<file path="src/rtl/time_adjust_ctrl.sv">
// Command-side controller for the alarm clock counters: cascades the 1 Hz tick in RUN
// and turns debounced buttons into single-step / auto-repeat count pulses in SET modes.
module time_adjust_ctrl #(
  parameter int HOLD_CYCLES   = 50_000_000,
  parameter int REPEAT_CYCLES = 10_000_000
) (
  input  logic       clk,
  input  logic       rst,
  input  logic       tick_1hz,
  input  logic       btn_c,
  input  logic       btn_u,
  input  logic       btn_d,
  input  logic       sec_tc,
  input  logic       min_tc,
  output logic       sec_en,
  output logic       min_en,
  output logic       hr_en,
  output logic       up_down,
  output logic [1:0] mode,
  output logic       blink
);

  localparam int HOLD_W = $clog2(HOLD_CYCLES + 1);
  localparam int REP_W  = $clog2(REPEAT_CYCLES + 1);
  localparam logic [HOLD_W-1:0] HOLD_MAX = HOLD_W'(HOLD_CYCLES);
  localparam logic [REP_W-1:0]  REP_MAX  = REP_W'(REPEAT_CYCLES);

  typedef enum logic [1:0] {
    MODE_RUN     = 2'b00,
    MODE_SET_HR  = 2'b01,
    MODE_SET_MIN = 2'b10,
    MODE_BAD     = 2'b11
  } mode_t;

  mode_t             mode_q, mode_d;
  logic              sec_en_q, sec_en_d;
  logic              min_en_q, min_en_d;
  logic              hr_en_q, hr_en_d;
  logic              up_down_q, up_down_d;
  logic              blink_q, blink_d;
  logic              btn_c_q, btn_u_q, btn_d_q;
  logic [HOLD_W-1:0] hold_q, hold_d;
  logic [REP_W-1:0]  rep_q, rep_d;

  logic c_rise, u_rise, d_rise;
  logic in_set, one_held;
  logic step_fire, rep_fire, cnt_fire;

  always_comb begin
    c_rise   = btn_c & ~btn_c_q;
    u_rise   = btn_u & ~btn_u_q;
    d_rise   = btn_d & ~btn_d_q;
    in_set   = (mode_q == MODE_SET_HR) || (mode_q == MODE_SET_MIN);
    one_held = btn_u ^ btn_d;

    hold_d   = '0;
    rep_d    = '0;
    rep_fire = 1'b0;

    // Hold/repeat only run while exactly one count button is held in a SET mode
    // and no mode change is pending; any other situation restarts them from zero.
    if (in_set && !c_rise && one_held) begin
      if (hold_q < HOLD_MAX) begin
        hold_d   = hold_q + HOLD_W'(1);
        rep_fire = ((hold_q + HOLD_W'(1)) == HOLD_MAX);
      end else begin
        hold_d = hold_q;
        if ((rep_q + REP_W'(1)) >= REP_MAX) begin
          rep_fire = 1'b1;
        end else begin
          rep_d = rep_q + REP_W'(1);
        end
      end
    end

    // With both buttons down the edge of the second one must not count.
    step_fire = (u_rise | d_rise) & one_held & in_set & ~c_rise;
    cnt_fire  = step_fire | rep_fire;

    mode_d    = mode_q;
    sec_en_d  = 1'b0;
    min_en_d  = 1'b0;
    hr_en_d   = 1'b0;
    up_down_d = up_down_q;
    blink_d   = blink_q;

    case (mode_q)
      MODE_RUN: begin
        up_down_d = 1'b1;
        blink_d   = 1'b0;
        sec_en_d  = tick_1hz;
        min_en_d  = tick_1hz & sec_tc;
        hr_en_d   = tick_1hz & sec_tc & min_tc;
        if (c_rise) mode_d = MODE_SET_HR;
      end
      MODE_SET_HR: begin
        if (c_rise) begin
          mode_d  = MODE_SET_MIN;
          blink_d = 1'b0;
        end else begin
          if (tick_1hz) blink_d = ~blink_q;
          if (cnt_fire) begin
            hr_en_d   = 1'b1;
            up_down_d = btn_u;
          end
        end
      end
      MODE_SET_MIN: begin
        if (c_rise) begin
          mode_d  = MODE_RUN;
          blink_d = 1'b0;
        end else begin
          if (tick_1hz) blink_d = ~blink_q;
          if (cnt_fire) begin
            min_en_d  = 1'b1;
            up_down_d = btn_u;
          end
        end
      end
      default: begin
        mode_d    = MODE_RUN;
        blink_d   = 1'b0;
        up_down_d = 1'b1;
      end
    endcase
  end

  always_ff @(posedge clk or negedge rst) begin
    if (!rst) begin
      mode_q    <= MODE_RUN;
      sec_en_q  <= 1'b0;
      min_en_q  <= 1'b0;
      hr_en_q   <= 1'b0;
      up_down_q <= 1'b1;
      blink_q   <= 1'b0;
      btn_c_q   <= 1'b0;
      btn_u_q   <= 1'b0;
      btn_d_q   <= 1'b0;
      hold_q    <= '0;
      rep_q     <= '0;
    end else begin
      mode_q    <= mode_d;
      sec_en_q  <= sec_en_d;
      min_en_q  <= min_en_d;
      hr_en_q   <= hr_en_d;
      up_down_q <= up_down_d;
      blink_q   <= blink_d;
      btn_c_q   <= btn_c;
      btn_u_q   <= btn_u;
      btn_d_q   <= btn_d;
      hold_q    <= hold_d;
      rep_q     <= rep_d;
    end
  end

  assign sec_en  = sec_en_q;
  assign min_en  = min_en_q;
  assign hr_en   = hr_en_q;
  assign up_down = up_down_q;
  assign mode    = mode_q;
  assign blink   = blink_q;

endmodule

</file>
<file path="config.mk">
export PLATFORM = sky130hd
export DESIGN_NAME = time_adjust_ctrl
export DESIGN_NICKNAME = d
export VERILOG_FILES = /design/src/rtl/time_adjust_ctrl.sv
export SDC_FILE = /design/constraint.sdc
export NUM_CORES = 1
export LEC_CHECK = 0
export CORE_MARGIN = 2
export CORE_UTILIZATION = 45
export DETAILED_ROUTE_END_ITERATION = 8
export DONT_BUFFER_PORTS = 1
export PLACE_DENSITY = 0.7
export SLEW_MARGIN = 20
export SYNTH_ARGS = -nofsm -noshare
export SYNTH_HDL_FRONTEND = slang
export SYNTH_SLANG_ARGS = --single-unit
export TNS_END_PERCENT = 10
</file>
<file path="constraint.sdc">
create_clock -name clk -period 4.51 [get_ports clk]
set_clock_uncertainty 0.15 [all_clocks]
set_input_delay 0.6765 -clock clk [delete_from_list [all_inputs] [get_ports clk]]
set_output_delay 0.6765 -clock clk [all_outputs]
set_load 0.01 [all_outputs]
</file>
After elaboration in Yosys (flattened, before gate mapping)
Cells that the tools add are included.
- output and inout port bits: 7
- word-level logic and storage cells: 72
- register bits: 60
- multiplexer cells: 23
- reductions and logical operators: 8
- add/sub/neg operators: 2
- bitwise operators: 16
- $lt $le $gt $ge: 2
- equal/unequal tests: 10
- operators with widths (cell ; count):
    $mux W24 ; 3
    $mux W26 ; 2
    $add A26 B1 Y26 const B ; 1
    $eq A26 B26 Y1 const B ; 1
    $lt A26 B26 Y1 const B ; 1
    $add A24 B1 Y24 const B ; 1
    $ge A24 B24 Y1 const B ; 1
    $mux W1 ; 12
    $and A1 B1 Y1 ; 8
    $ne A2 B2 Y1 const B ; 4
    $mux W2 ; 3
    $pmux W2 S3 ; 1
    $not A1 Y1 ; 5
    $ne A2 B1 Y1 const B ; 2
    $pmux W1 S2 ; 2
    $ne A3 B1 Y1 const B ; 1
    $reduce_and A3 Y1 ; 1
    $eq A2 B1 Y1 const B ; 1
    $eq A2 B2 Y1 const B ; 1
    $logic_and A1 B1 Y1 ; 2
    $logic_not A2 Y1 ; 1
    $or A1 B1 Y1 ; 2
    $reduce_and A2 Y1 ; 1
    $reduce_or A2 Y1 ; 1
    3 further kinds ; 3

Longest topological paths before layout
Gate-level depths: netlist (run 1).
- depth in word-level cells: 10
- gate-level depth with buffers: 10

Least setup slack after synthesis (run 1)
Ideal clock, no wire load.
- kind: register to register
- start: register hold_q[11]
- end: register hold_q[22]
- data arrival time: 2.229 ns
- slack: 2.053 ns
- stages on the path, launching flop included: 9
- period minus slack after synthesis: 2.457 ns
- cells stage by stage: dfrtp_1 buf_2 or2_1 or4_1 a41o_1 a41oi_4 nand3b_2 or3_1 a21oi_1
- cells in the longest elaborated chain, start to end: 3
- elaborated cells between the ends (all ways): 5
- those cells by class: add/sub (1); order compare (1); eq/ne (1); mux (2)
- RTL lines (what ; line ; source):
    from (decl) ; 42 ; logic [HOLD_W-1:0] hold_q, hold_d;
    from (signal assigned) ; 151 ; hold_q <= hold_d;
    $add A26 B1 Y26 ; 64 ; hold_d = hold_q + HOLD_W'(1);
    $mux W26 ; 63 ; if (hold_q < HOLD_MAX) begin
    $mux W26 ; 62 ; if (in_set && !c_rise && one_held) begin
Several ways; a longest one is shown, not always the timed one. The select of a mux whose other input is x is not followed.
A chain may end at the register's enable or synchronous reset.

Worst setup path after layout (run 1)
- start: register hold_q[11]
- end: register rep_q[11]
- cells in the longest elaborated chain, start to end: 3
- RTL lines (what ; line ; source):
    $lt A26 B26 Y1 ; 63 ;
    $mux W24 ; 63 ;
    $mux W24 ; 62 ;
    named net rep_d[11] ; 43 ; logic [REP_W-1:0] rep_q, rep_d;
    to (signal assigned) ; 152 ; rep_q <= rep_d;
    to (decl) ; 43 ;
The timed path passes the listed nets, and every way through them passes these cells.

==> reports/qor.yml, run 1 <==
clkSlewWorstSetupHoldPaths_ns: 0.06
synth-edff-count: 0
cts_tree: "built"
tightestPinTransition_ns: 0.9650
nFillCells: 709
cp_max_fo: 22
ys_warn_count: 0
track_usage_pct: 18.11
die_w_um: 93.19
hold_class: "input port to async pin"
final_core_utilization_pct: 50.29
required_ns: 4.56
viasPerCell: 5.586
crit_buf_inv: 0
grt_start_max_net_pins: 60
overflow: 0
slowest_delay_ns: 0.55
ys_async_sr_fraction_pct: 100.0
yosys.cell_types.count: 63
p_int_uw: 976.7
root_buffer: "clkbuf_8"
maxCapViolations: 0
crit_path_cell_trace: "or2_1 -> or4_1 -> a41o_1 -> a41oi_4 -> nor2_1 -> nand2_2 -> nor2_1"
gp_congestion: 0.8521
layout-drive-gt1-share_pct: 9.536
netSwitchingPower_uw: 329.7
status: "completed"
slew_headroom_pct: 35.07
core_area_sq_um: 7727
cts_resized: 0
dp_hpwl_mm: 4.956
via_count: 2737
dieArea_sq_um: 8684
synthCells: 388
power.share.sequential_pct: 46.1
drc: 0
syn_area_sq_um: 3580
power_density_nw_per_um2: 336.1
synth_fp_nets: 402
pwr-share-clk_pct: 42.6
top_register: "hold_q"
final_nets: 397
period_minus_slack_ns: 2.977
die_h_um: 93.19
ioPinCount: 15
yosys_register_bits: 60
rsz0062_at_grt: "false"
routed_wl_mm: 7.134
cts_buffer_depth: 2
wire_per_inst_um: 14.56
p_leak_nw: 1.521
worstPathArrival_ns: 3.03
hold_viol: 0
clk-insertion-delay-late_ns: 0.34
ys.flop_type: "dfrtp_1"
synth_seq_area_share_pct: 41.98
clock_sinks: 60
fin_crit_sh_pct: 66.02
critPathLaunchType: "register"
antennaDiodeCount: 0
critPathKind: "register to register"
cts_buffers: 9
antenna_found_initial: 0
io_buffers: 0
htree_levels: 3
maxSlewViolCount: 0
max_freq_mhz: 335.9
ant_nets: 0
syn_to_final_growth_pct: 8.564
grt_pass1_vias: 2754
crit_family: "simple AND/OR/NAND/NOR gates"
rows: 32
cts_setup_buffers: 0
switching_share_pct: 25.24
drt_iter0_markers: 78
pwr-share-comb_pct: 11.3
grt_pass1_wl_mm: 12.52
first_pass_iters: 4
setup_violations: 0
crit_start: "hold_q[11]$_DFFE_PN0P_"
ir_worst_vdd_mv: 0.2070
endpoint_kind: "register"
r2r_start: "hold_q[11]$_DFFE_PN0P_"
initial_core_util_pct: 46.32
slowest_stage: "a41oi_4"
largest_register_ffs: 26
tns_ns: 0
crit_top_cell: "nor2_1"
avgSynthCellArea_sq_um: 9.226
## what timing repair did
action	CTS	global route
hold endpoints to repair	59	0
setup endpoints to repair	0	0
hold buffers	1	0
## kinds of logic (layout without fill, tap and decap cells)
| logic type | Yosys count | count (layout) | synth area share (%) |
|---|---|---|---|
| AND/OR/NAND/NOR | 194 | 194 | 28.77 |
| AO/OA/AOI/OAI | 46 | 46 | 10.52 |
| multiplexers | 3 | 3 | 0.8389 |
| XOR/XNOR | 49 | 49 | 11.99 |
| flip-flops | 60 | 60 | 41.98 |
| adder cells (fa/ha/maj) | 6 | 6 | 2.097 |
| buffers and inverters | 30 | 30 | 3.810 |
## layout make-up
type | instances | area [sq um] | share of cell area [%]
Sequential cell | 60 | 1503 | 38.67
Timing Repair Buffer | 2 | 35.03 | 0.9015
Clock buffer | 12 | 165.2 | 4.250
Tap cell | 102 | 127.6 | 3.284
Clock inverter | 4 | 70.07 | 1.803
Multi-Input combinational cell | 298 | 1941 | 49.94
Inverter | 12 | 45.04 | 1.159
## through the flow
step                setup WS, ns  hold WS [ns]  instance area, sq um  instances  power, mW
floorplan                  2.053        0.2309                  3580        388     0.7129
global placement           1.574        0.2337                  3623        473     0.7452
detailed placement         1.528        0.2342                  3623        473     0.7512
CTS                        1.480      0.009836                  3886        490      1.329
global route               1.324       0.01069                  3886        490      1.369
finish                     1.533       0.03134                  3886        490      1.306
## final timing paths
check	slack, ns	cells after the start	end
max in group asynchronous	3.91	1	rep_q[0]$_DFF_PN0_
max reg2reg	1.53	7	rep_q[11]$_DFF_PN0_
min in group clk	0.22	0	btn_d_q$_DFF_PN0_
min reg2reg	0.34	1	rep_q[0]$_DFF_PN0_
min	0.03	0	up_down$_DFFE_PN1P_
max	1.53	7	rep_q[11]$_DFF_PN0_
## layout by cell type (no fill, tap or decap), types with 3 or more instances in the layout
cell type   n
xnor2_1    23
and4_1      3
ha_1        6
nand2_1    25
clkbuf_8   12
o21ai_0     8
a21oi_1     5
nor2b_1     4
xor2_1     26
and3_1     10
nand4_1    12
or3_1       5
nand3b_1    6
dfrtp_1    59
nand3_1    26
nand4b_1    4
nor4_1      7
and2_1      6
nor2_1     64
nor3_1      4
mux2i_1     3
a31oi_1     4
inv_1      12
## cell usage after synthesis (2+ instances only)
cell | n | share of area [%]
nand4_1 | 12 | 2.1
o21ai_0 | 8 | 1.1
a21bo_2 | 2 | 0.56
dfrtp_1 | 59 | 41
nor2_1 | 64 | 6.7
a211o_1 | 2 | 0.49
o2111a_1 | 2 | 0.63
nor2b_1 | 4 | 0.70
nor4_1 | 7 | 1.2
or3_1 | 5 | 0.87
nand2_1 | 25 | 2.6
clkbuf_1 | 11 | 1.2
a211oi_1 | 2 | 0.42
nand2_2 | 2 | 0.35
and4_1 | 3 | 0.73
nor3b_1 | 2 | 0.42
xor2_1 | 26 | 6.4
a21oi_1 | 5 | 0.70
inv_1 | 12 | 1.3
nand4b_1 | 4 | 0.98
o21a_1 | 2 | 0.42
xnor2_1 | 23 | 5.6
a31oi_1 | 4 | 0.70
nand3_1 | 26 | 3.6
nand2b_1 | 2 | 0.35
ha_1 | 6 | 2.1
o22ai_1 | 2 | 0.35
buf_2 | 4 | 0.56
o31a_1 | 2 | 0.49
o211ai_1 | 2 | 0.42
buf_6 | 2 | 0.63
and3_1 | 10 | 1.7
nand3b_1 | 6 | 1.3
mux2i_1 | 3 | 0.84
nor3_1 | 4 | 0.56
and2_1 | 6 | 1.0
## power groups by stage
stage          Sequential, mW  Combinational (mW)  Clock (mW)
2_1_floorplan           0.605               0.108           0
4_1_cts                 0.603               0.152       0.575
3_3_place_gp            0.612               0.133           0
3_5_place_dp            0.613               0.138           0
5_1_grt                 0.607               0.172       0.590
6_report                0.603               0.147       0.556
## metal layers
layer | wire length (um) | track usage, %
met4 | 170 | 8.211
met3 | 146 | 4.271
met1 | 3339 | 22.25
met5 | 0 | 0
met2 | 3478 | 30.25
(Power assumes the default switching activity.)
==> run 2, diff against run 1 <==
==> constraint.sdc (replaced) <==
create_clock -name clk -period 3.1 [get_ports clk]
set_clock_uncertainty 0.15 [all_clocks]
set_input_delay 0.465 -clock clk [delete_from_list [all_inputs] [get_ports clk]]
set_output_delay 0.465 -clock clk [all_outputs]
set_load 0.01 [all_outputs]
==> reports/qor.yml, run 2 (synthesis gave the netlist of run 1 again) <==
period_minus_slack_ns: 2.847
die_w_um: 93.19
routed_wl_mm: 7.125
cts_buffer_depth: 2
largest_register_ffs: 26
maxCapViolations: 0
rsz0062_at_grt: "false"
hold_class: "input port to register"
ir_worst_vdd_mv: 0.3565
required_ns: 3.21
first_pass_iters: 4
max_freq_mhz: 351.3
grt_start_max_net_pins: 61
place_ws_ns: 0.3070
crit_path_cell_trace: "nand2_1 -> or3_4 -> o31a_1 -> a311oi_2 -> o311ai_1 -> o22ai_2 -> nand2_2 -> nor2_1"
io_buffers: 0
layout-drive-gt1-share_pct: 10.83
tightestPinTransition_ns: 0.4201
critPathKind: "register to register"
core_area_sq_um: 7727
rows: 32
initial_core_util_pct: 46.32
p_leak_nw: 1.559
track_usage_pct: 17.89
clk-insertion-delay-late_ns: 0.34
die_h_um: 93.19
multi_input_area_sq_um: 1953
root_buffer: "clkbuf_8"
maxSlewViolCount: 0
clkSlewWorstSetupHoldPaths_ns: 0.06
setup_ws_ns: 0.2533
critPathLaunchType: "register"
antennaDiodeCount: 0
viasPerCell: 5.495
cts_tree: "built"
setup_violations: 0
worstPathArrival_ns: 2.96
ioPinCount: 15
power_density_nw_per_um2: 454.6
syn_to_final_growth_pct: 10.03
top_register: "hold_q"
slowest_delay_ns: 0.47
dieArea_sq_um: 8684
clock_sinks: 60
drt_iter0_markers: 88
fin_crit_sh_pct: 91.83
gp_congestion: 0.8612
wire_per_inst_um: 14.28
via_count: 2742
antenna_found_initial: 0
endpoint_kind: "register"
hold_viol: 0
cp_max_fo: 22
total_power_mw: 1.790
status: "completed"
fin_cells: 499
overflow: 0
layout_commonest_cell: "nor2_1"
ant_nets: 0
htree_levels: 3
final_nets: 407
tns_ns: 0
slew_headroom_pct: 71.78
dp_hpwl_mm: 4.965
cts_setup_buffers: 0
slowest_stage: "dfrtp_1"
dp.cells: 479
grt_pass1_wl_mm: 12.37
grt_pass1_vias: 2627
drc: 0
layout_common_cells: "64 x nor2_1, 59 x dfrtp_1, 26 x nand3_1, 26 x xor2_1, 25 x nand2_1"
cts_buffers: 9
nFillCells: 706
seq_area_sq_um: 1503
[run 2: power breakdown]
group          internal [mW]  switching, mW  total, mW
clock                  0.384          0.302      0.685
combinational         0.0906          0.139      0.230
sequential             0.825         0.0509      0.875
[run 2: area by class of cell]
cell class                 count  area share (%)
multi-input combinational    298           49.59
sequential                    60           38.15
clock buffer                  10           3.494
tap                          102           3.240
timing repair buffer          12           3.050
clock inverter                 5           1.334
inverter                      12           1.144
[run 2: metal layers]
metal | part of all wire, % | vias up | track usage [%]
met1 | 47 | 1330 | 23.08
li1 | - | 1365 | -
met5 | 0 | - | 0
met2 | 49 | 34 | 29.29
met3 | 2.9 | 13 | 5.399
met4 | 1.4 | 0 | 4.902
[run 2: timing repair]
item | 4_1_cts | 5_1_grt
setup endpoints to repair | 0 | 21
hold buffers | 5 | 0
hold endpoints to repair | 63 | 0
gates resized for setup | 0 | 2
[run 2: worst max-delay path: cells and delay by family (launching register included)]
kind / cells / cell delay [ns]
AND/OR/NAND/NOR: 4 / 1.21
AO/OA/AOI/OAI: 4 / 0.93
flip-flops: 1 / 0.47
[run 2: through the flow]
stage	utilization, %	hold slack (ns)	cell area, sq um
3_5_place_dp	47.47	0.02253	3669
2_1_floorplan	-	0.01941	3580
5_1_grt	50.97	0.1087	3939
4_1_cts	50.81	0.1106	3926
6_report	50.97	0.1239	3939
3_3_place_gp	47.47	0.02245	3669
[run 2: worst paths after layout]
path	start	to	cells past startpoint	slack [ns]
worst min register to register	rep_q[0]$_DFF_PN0_	rep_q[0]$_DFF_PN0_	1	0.33
worst min-delay path	sec_tc	min_en$_DFF_PN0_	2	0.12
min in group asynchronous	rst	hold_q[4]$_DFFE_PN0P_	2	0.53
max in group asynchronous	rst	up_down$_DFFE_PN1P_	2	1.97
worst max-delay path	rep_q[7]$_DFF_PN0_	rep_q[4]$_DFF_PN0_	8	0.25
worst max register to register	rep_q[7]$_DFF_PN0_	rep_q[4]$_DFF_PN0_	8	0.25
==> run 3, diff against run 2 <==
--- a/config.mk
+++ b/config.mk
@@ -7,8 +7,10 @@
 export LEC_CHECK = 0
 export CORE_MARGIN = 2
 export CORE_UTILIZATION = 45
+export CTS_CLUSTER_DIAMETER = 200
 export DETAILED_ROUTE_END_ITERATION = 8
 export DONT_BUFFER_PORTS = 1
+export GPL_ROUTABILITY_DRIVEN = 0
 export PLACE_DENSITY = 0.7
 export SLEW_MARGIN = 20
 export SYNTH_ARGS = -nofsm -noshare
==> results of run 3 <==
No change in the layout: final DEF, timing and power equal those of run 2.
